[config.mk]
export PLATFORM = sky130hd
export DESIGN_NAME = io_bus_arbiter
export DESIGN_NICKNAME = d
export VERILOG_FILES = /design/src/rtl/io_bus_arbiter.sv
export SDC_FILE = /design/constraint.sdc
export NUM_CORES = 1
export LEC_CHECK = 0
export CAP_MARGIN = 20
export CORE_UTILIZATION = 30
export CTS_BUF_LIST = sky130_fd_sc_hd__clkbuf_2 sky130_fd_sc_hd__clkbuf_4 sky130_fd_sc_hd__clkbuf_8
export DETAILED_ROUTE_END_ITERATION = 10
export PLACE_DENSITY = 0.65
export SETUP_SLACK_MARGIN = 0.1
export SYNTH_ARGS = -nofsm -noshare
export SYNTH_HDL_FRONTEND = slang
export SYNTH_SLANG_ARGS = --single-unit
[constraint.sdc]
create_clock -name clk_mem -period 2.87 [get_ports clk_mem]
set_input_delay 0.287 -clock clk_mem [delete_from_list [all_inputs] [get_ports clk_mem]]
set_output_delay 0.287 -clock clk_mem [all_outputs]
set_load 0.01 [all_outputs]
[src/rtl/io_bus_arbiter.sv]
// io_bus_arbiter: shares the single io_register access port between N_REQ requesters.
// Fixed priority (lowest index wins) with a starvation override; one transaction every 3 cycles.
//
// state  | meaning
// IDLE   | no transaction; arbitrate among req and latch the winner's access
// ACCESS | latched access driven onto io_* for exactly one cycle
// RESP   | one-cycle ack to the granted requester
module io_bus_arbiter #(
  parameter int N_REQ        = 3,
  parameter int STARVE_LIMIT = 4
) (
  input  logic                clk_mem,
  input  logic                rst,
  input  logic [N_REQ-1:0]    req,
  input  logic [N_REQ*24-1:0] req_addr,
  input  logic [N_REQ*32-1:0] req_wdata,
  input  logic [N_REQ-1:0]    req_read,
  input  logic [N_REQ-1:0]    req_write,
  input  logic [N_REQ*2-1:0]  req_width,
  output logic [N_REQ-1:0]    ack,
  output logic [31:0]         rdata,
  output logic [1:0]          grant_id,
  output logic                busy,
  output logic [23:0]         io_addr,
  output logic [31:0]         io_data_in,
  input  logic [31:0]         io_data_out,
  output logic                io_read,
  output logic                io_write,
  output logic [1:0]          io_width
);
  localparam int CW = $clog2(STARVE_LIMIT + 1);
  localparam logic [CW-1:0] LIMIT = CW'(STARVE_LIMIT);

  typedef enum logic [1:0] {IDLE, ACCESS, RESP} state_t;
  state_t state, state_nxt;

  logic [CW-1:0] starve_cnt [N_REQ];
  logic          win_valid;
  logic [1:0]    win_id;
  logic          lat_read;
  logic          lat_write;

  always_comb begin
    win_valid = |req;
    win_id    = '0;
    for (int i = N_REQ - 1; i >= 0; i--)
      if (req[i]) win_id = 2'(i);
    // second pass lets a starved requester override plain priority (lowest starved index wins)
    for (int i = N_REQ - 1; i >= 0; i--)
      if (req[i] && starve_cnt[i] >= LIMIT) win_id = 2'(i);
  end

  always_ff @(posedge clk_mem) begin
    if (rst) state <= IDLE;
    else     state <= state_nxt;
  end

  always_comb begin
    state_nxt = state;
    busy      = 1'b0;
    io_read   = 1'b0;
    io_write  = 1'b0;
    ack       = '0;
    case (state)
      IDLE: begin
        if (win_valid) state_nxt = ACCESS;
      end
      ACCESS: begin
        busy      = 1'b1;
        io_write  = lat_write;
        io_read   = lat_read & ~lat_write;
        state_nxt = RESP;
      end
      RESP: begin
        busy = 1'b1;
        for (int i = 0; i < N_REQ; i++) ack[i] = (grant_id == 2'(i));
        state_nxt = IDLE;
      end
      default: state_nxt = IDLE;
    endcase
  end

  always_ff @(posedge clk_mem) begin
    if (rst) begin
      grant_id   <= '0;
      io_addr    <= '0;
      io_data_in <= '0;
      io_width   <= '0;
      lat_read   <= 1'b0;
      lat_write  <= 1'b0;
      rdata      <= '0;
      for (int i = 0; i < N_REQ; i++) starve_cnt[i] <= '0;
    end else begin
      if (state == IDLE) begin
        for (int i = 0; i < N_REQ; i++) begin
          if (!req[i] || win_id == 2'(i)) starve_cnt[i] <= '0;
          else if (starve_cnt[i] < LIMIT) starve_cnt[i] <= starve_cnt[i] + CW'(1);
        end
        if (win_valid) begin
          grant_id   <= win_id;
          io_addr    <= req_addr[int'(win_id)*24 +: 24];
          io_data_in <= req_wdata[int'(win_id)*32 +: 32];
          io_width   <= req_width[int'(win_id)*2 +: 2];
          lat_read   <= req_read[win_id];
          lat_write  <= req_write[win_id];
        end
      end
      if (state == ACCESS && io_read) rdata <= io_data_out;
    end
  end
endmodule

# Word level (Yosys, flattened, before mapping)
# Memories as Yosys holds them, arrays and structs flattened.
# Cells that the tools add are included.
[totals] ff_bits=96 mem_bits_rw=9 inputBits=217 out_inout_bits=98 elab_cells=105 memories=1
[mem_list] name="starve_cnt" depth=3 width=3 read_ports=3 rd_clocked_by_memory_dff=0 wr=3 line="37" rtl="logic [CW-1:0] starve_cnt [N_REQ];"
[classes] add_sub_neg=3 n_mul=1 n_lt_le_gt_ge=7 eq_ne=7 shifts=3 mux=51 bitwise_logic=8 reduce_logical=16
[ops] cell="96-bit by 8-bit variable part select with 32-bit output" count=1
[ops] cell="72-bit by 8-bit variable part select with 24-bit output" count=1
[ops] cell="1-bit two-way mux" count=34
[ops] cell="3-bit two-way mux" count=7
[ops] cell="2-bit two-way mux" count=7
[ops] cell="3-bit by 1-bit adder with 3-bit output (second input constant)" count=3
[ops] cell="3-bit >= comparator (second input constant)" count=3
[ops] cell="3-bit < comparator (second input constant)" count=3
[ops] cell="2-bit by 1-bit == test with 1-bit output (second input constant)" count=3
[ops] cell="2-bit == test (second input constant)" count=3
[ops] cell="2-bit logical NOT" count=3
[ops] cell="1-bit bitwise OR" count=6
[ops] cell="6-bit by 4-bit variable part select with 2-bit output" count=1
[ops] cell="1-bit binary-select mux with 2-bit select" count=2
[ops] cell="1-bit logical AND" count=4
[ops] cell="2-bit by 2-bit multiplier with 4-bit output (second input constant)" count=1
[ops] cell="2-bit one-hot mux with 2 select lines" count=1
[ops] cell="1-bit logical NOT" count=3
[ops] cell="1-bit logical OR" count=3
[ops] cell="2-bit by 3-bit < comparator with 1-bit output (second input constant)" count=1
[ops] cell="3-bit OR reduction" count=1
[ops] cell="2-bit inequality test (second input constant)" count=1
[ops] cell="2-bit AND reduction" count=1
[ops] cell="2-bit OR reduction" count=1
[ops] cell="other kinds (2)" count=2

# Logic depth before layout (Yosys ltp)
[depth] word_depth=14 depth_mapped=9 ltp_nobuf=7

# Worst setup path after synthesis
# No wires, ideal clock.
[synth_path] path_type="register -> register" from="mem starve_cnt[2][2] in the netlist's numbering" to="mem starve_cnt[2][0] in the netlist's numbering (enable)" setup_ps=258 arrival_ps=1404 required_time_ps=2612 setup_slack_ps=1209 stages_incl_launch_ff=6 n_path_buf=2 synth_period_minus_slack_ps=1661 cell_sequence="edfxtp_1 nor2b_1 o221a_1 buf_4 buf_6 o31a_1"
[synth_rtl] element="from (decl)" line="37"

# Worst setup path after layout
[layout_path] from="reg state[1]" to="out io_read"
[layout_via] elab_chain_cells=2
[layout_rtl] element="from (decl)" line="35" rtl="state_t state, state_nxt;"
[layout_rtl] element="from (signal assigned)" line="55" rtl="else state <= state_nxt;"
[layout_rtl] element="2-bit by 1-bit == test with 1-bit output" line="64" rtl="case (state)"
[layout_rtl] element="1-bit two-way mux" line="64"
[layout_rtl] element="to (decl)" line="27" rtl="output logic io_read,"
# Every way passes these cells.

==> impl.org <==
** Routing
- The first routing iteration left 235 violations.
- For this block, the routed nets add up to 19100 um of wire.
- Average vias per placed instance :: 5.13
- 1st-pass router iterations :: 6
- Summed over all nets, wire length on met2 after detailed routing comes to 9330 um.
- After detailed routing, no signal wire sits above met4.
- Final routed wire length divided by cell count :: 17.8 um
- Remaining design rule violation count :: 0
- Routed met1 length :: 7770 um
- Total length of routed met3 wires :: 1360 um
- Once detail routing completed, the nets flagged for antenna violations numbered 0.
- Routed via count :: 5487

** Placement
- Summed over all nets, the half-perimeter wirelength after detailed placement is 13900 um.
- Prior to clock tree synthesis, the placed netlist has a worst setup slack of 0.468 ns.
- Counting tap cells, the placed design contains a total of 1054 instances.
- Routability-driven placement finished with a final weighted congestion of 0.837.
- After detailed placement, the total cell area comes to 0.00851 mm2.
- Number of input and output port buffers inserted :: 314

** Worst setup path
- Crit-path cells :: inv_1 -> ha_1 -> nand2_1 -> or2_2 -> clkinvlp_4 -> clkdlybuf4s50_1
- STA classifies the critical path endpoint as an output pin.
- Across all register-to-register paths, the minimum setup slack is 0.80 ns.
- Of all nets on the critical path, the largest fanout is 18.
- Data arrives at the worst endpoint at 2.18 ns.
- The startpoint identified for the worst register-to-register timing path is starve_cnt[2][2].
- The worst setup path is of the reg -> out kind.
- Cell with the largest stage delay on the worst path :: sky130_fd_sc_hd__clkdlybuf4s50_1
- For this run, the slowest stage of the critical path takes 0.60 ns.
- At the worst endpoint, the required time is 2.58 ns.
- Crit start category :: register
- Measured in cells, the most critical reg-to-reg path has a length of 5.
- The worst register-to-register path ends at io_addr[23].

** Floorplanning
- The initial utilization of the core area, before any placement, comes to 0.309.
- The core region is 0.0167 mm2.
- Num ports :: 315
- Chip Height :: 133 um
- The floorplan step defined a die boundary enclosing 0.0178 mm2.
- Row count :: 47
- Die outline width :: 133 um

** Yosys
- Of the synthesized area, sequential elements account for 0.424.
- Number of flops mapped to enable cells by yosys :: 9
- Gate Count Post-Synth :: 559
- Mapped Nets :: 782
- The share of synthesized area in the top cell type comes to 0.372.
- Distinct cell type count after synthesis :: 37
- The most used flip-flop cell after synthesis is sky130_fd_sc_hd__dfxtp_1.
- Count of synthesis-stage warnings from yosys :: 0
- Counting flops and latches in the post-synthesis netlist gives 105.
- Summing every instance area after synthesis gives 0.00517 mm2.
- Asr flop ratio synth :: 0
- In the post-synthesis netlist, the biggest area contributors are sky130_fd_sc_hd__dfxtp_1 37%, sky130_fd_sc_hd__a221oi_2 17%, sky130_fd_sc_hd__a211oi_1 8.7%.
- In this run the mean area of a mapped cell was 9.24 um2.
- Yosys top cell by area :: sky130_fd_sc_hd__dfxtp_1

** Clocking
- In this run the clock root is driven by a sky130_fd_sc_hd__clkbuf_8.
- Num Clock Sinks :: 105
- Clock transition at path regs :: 0.11 ns
- CTS built an H-tree with a depth of 3.
- Clk buf depth :: 2
- The number of clock buffers added by TritonCTS is 9.
- Clock tree from TritonCTS :: yes
- Source-to-sink clock delay at the later pin of the worst-skew pair :: 0.37 ns

** Final layout
- Sequential standard cell area :: 0.00219 mm2
- Post-synthesis to final-layout area growth :: 68.8%
- The multi-input combinational cells in the finished layout cover a total of 0.00268 mm2.
- Count of inserted antenna diode cells :: 0
- Final Non-Filler Cells :: 1070
- The filler cells instantiated in the layout total 1497.
- In the final design database the tool counted 1068 nets.
- Once layout is done, the placed cells without fillers occupy 0.00872 mm2.
- At the end of the flow the core is filled with cells to 0.522.
- In the final layout, the share of cells above drive strength 1 is 0.120.

** Timing
- Highest attainable clock frequency :: 0.405 GHz
- Setup repair after global routing left no endpoint under its margin.
- Of the available clock period, the critical path in the final layout requires 0.861.
- Hold Vio Cnt, Final :: 0
- Normalized max-slew margin :: 0.646
- After layout, the minimum clock period comes to 2.47 ns.
- The max-slew violation total from the final report was 0.
- Once routing completed, OpenROAD measured the worst setup slack at 0.399 ns.
- Summed over all failing endpoints, the final setup total negative slack is 0 ns.
- Fin Clk Skew :: 0.0142 ns
- Actual slew at the worst max-slew pin :: 0.531 ns
- Hold is met by 0.258 ns.
- Final setup vio count :: 0

** GRT
- Overflow left after global routing :: 0
- The via count of the first global-routing pass came to 5467.
- Pin count of the biggest net entering global routing :: 43
- The first global-routing pass estimated 29200 um of wire.
- The number of antenna violations at the first check in global routing was 0.
- Total track usage :: 0.210

** Hold path
- The path class of the tightest hold or removal check is in -> reg.
- Source of the worst hold timing path :: rst
- Along the worst hold path, the cell count comes to 2.
- For hold timing, the worst endpoint is rdata[31].

** Power and ir drop
- Total power per unit cell area :: 474 mW/mm2
- The design draws 4.13 mW.
- Static leakage :: 3.17 nW
- Maximum resistive drop on vdd :: 216 uV

** Run
- Count of maximum capacitance violations :: 0

** Outcome
- Outcome :: finished, final reports clean
==> worst max path at each step <==
| stage | from | endpoint | cells past startpoint |
|---|---|---|---|
| after CTS | state[1] | io_read | 6 |
| after global routing | state[1] | io_read | 6 |
| after global placement | req[1] | io_addr[14] | 6 |
| after detailed placement | req[1] | io_addr[23] | 6 |
| after floorplan | starve_cnt[2][2] | starve_cnt[2][0] | 5 |
| final | state[1] | io_read | 6 |
==> per-layer routing <==
layer	vias up	track usage
li1	2647	-
met1	2576	0.257
met2	229	0.348
met4	0	0.0922
met5	-	0
met3	35	0.0510
==> layout by cell type (no fill, tap or decap), drive strengths merged, types with 2 or more instances in the layout <==
| master | Yosys | final |
|---|---|---|
| clkdlybuf4s50 | 0 | 313 |
| dfxtp | 96 | 96 |
| nand2 | 75 | 75 |
| nor2 | 64 | 64 |
| nand3 | 61 | 61 |
| a211oi | 60 | 60 |
| a221oi | 60 | 60 |
| a21oi | 36 | 36 |
| buf | 30 | 19 |
| clkbuf | 27 | 12 |
| edfxtp | 9 | 9 |
| inv | 7 | 6 |
| ha | 6 | 6 |
| nor2b | 4 | 4 |
| and2 | 4 | 4 |
| clkinv | 0 | 3 |
| or2 | 2 | 2 |
| and4 | 2 | 2 |
| a21boi | 2 | 2 |
==> kinds of logic (layout without fill, tap and decap cells) <==
group / after synthesis / count (layout) / synth area share
adders and majority gates: 6 / 6 / 0.0145
and+or+nand+nor: 220 / 220 / 0.188
buffers and inverters: 64 / 355 / 0.0651
DFF: 105 / 105 / 0.424
AOI/OAI and AO/OA: 164 / 164 / 0.308
==> sequential cells by signal, indices dropped and copies added (netlist names) <==
register and cells:
starve_cnt 9, lat_write 1, io_data_in 32, io_addr 24, grant_id 2, state 2, lat_read 1, io_width 2
rdata 32
==> synth_stat cells (2+ instances only) <==
| cell type | instances |
|---|---|
| sky130_fd_sc_hd__dfxtp_1 | 96 |
| sky130_fd_sc_hd__nand2_1 | 74 |
| sky130_fd_sc_hd__nor2_1 | 64 |
| sky130_fd_sc_hd__nand3_1 | 61 |
| sky130_fd_sc_hd__a211oi_1 | 60 |
| sky130_fd_sc_hd__a221oi_2 | 58 |
| sky130_fd_sc_hd__a21oi_1 | 36 |
| sky130_fd_sc_hd__clkbuf_1 | 26 |
| sky130_fd_sc_hd__buf_2 | 17 |
| sky130_fd_sc_hd__edfxtp_1 | 9 |
| sky130_fd_sc_hd__buf_4 | 7 |
| sky130_fd_sc_hd__inv_1 | 7 |
| sky130_fd_sc_hd__buf_6 | 6 |
| sky130_fd_sc_hd__ha_1 | 6 |
| sky130_fd_sc_hd__and2_1 | 4 |
| sky130_fd_sc_hd__nor2b_1 | 4 |
| sky130_fd_sc_hd__a221oi_1 | 2 |
| sky130_fd_sc_hd__and4_1 | 2 |
| sky130_fd_sc_hd__or2_2 | 2 |
==> area by class of cell <==
type,instances,share of cell area
clock buffers,12,0.0175
clock inverters,4,0.00603
inverters,7,0.00344
multi-input cells,390,0.307
flip-flops and latches,105,0.251
well taps,220,0.0316
repair buffers,332,0.383
==> critical path: cells and delay by family, from the launching register on <==
kind,cells,cell delay [ns]
buffers and inverters,3,0.93
and+or+nand+nor,2,0.35
DFF,1,0.34
adders and majority gates,1,0.19
==> report_power, final <==
| group | total [mW] | switching, mW | leakage [nW] | internal (mW) |
|---|---|---|---|---|
| logic | 1.43 | 0.651 | 2.17 | 0.777 |
| registers | 1.72 | 0.0884 | 0.892 | 1.63 |
| clock network | 0.981 | 0.531 | 0.107 | 0.450 |
==> timing repair <==
| action | CTS | global route |
|---|---|---|
| hold buffers | 0 | 0 |
| resized for setup | 0 | 1 |
| setup buffers | 0 | 0 |
| endpoints found under the setup margin | 0 | 1 |
Note: power is estimated with default switching activity, not from simulation.
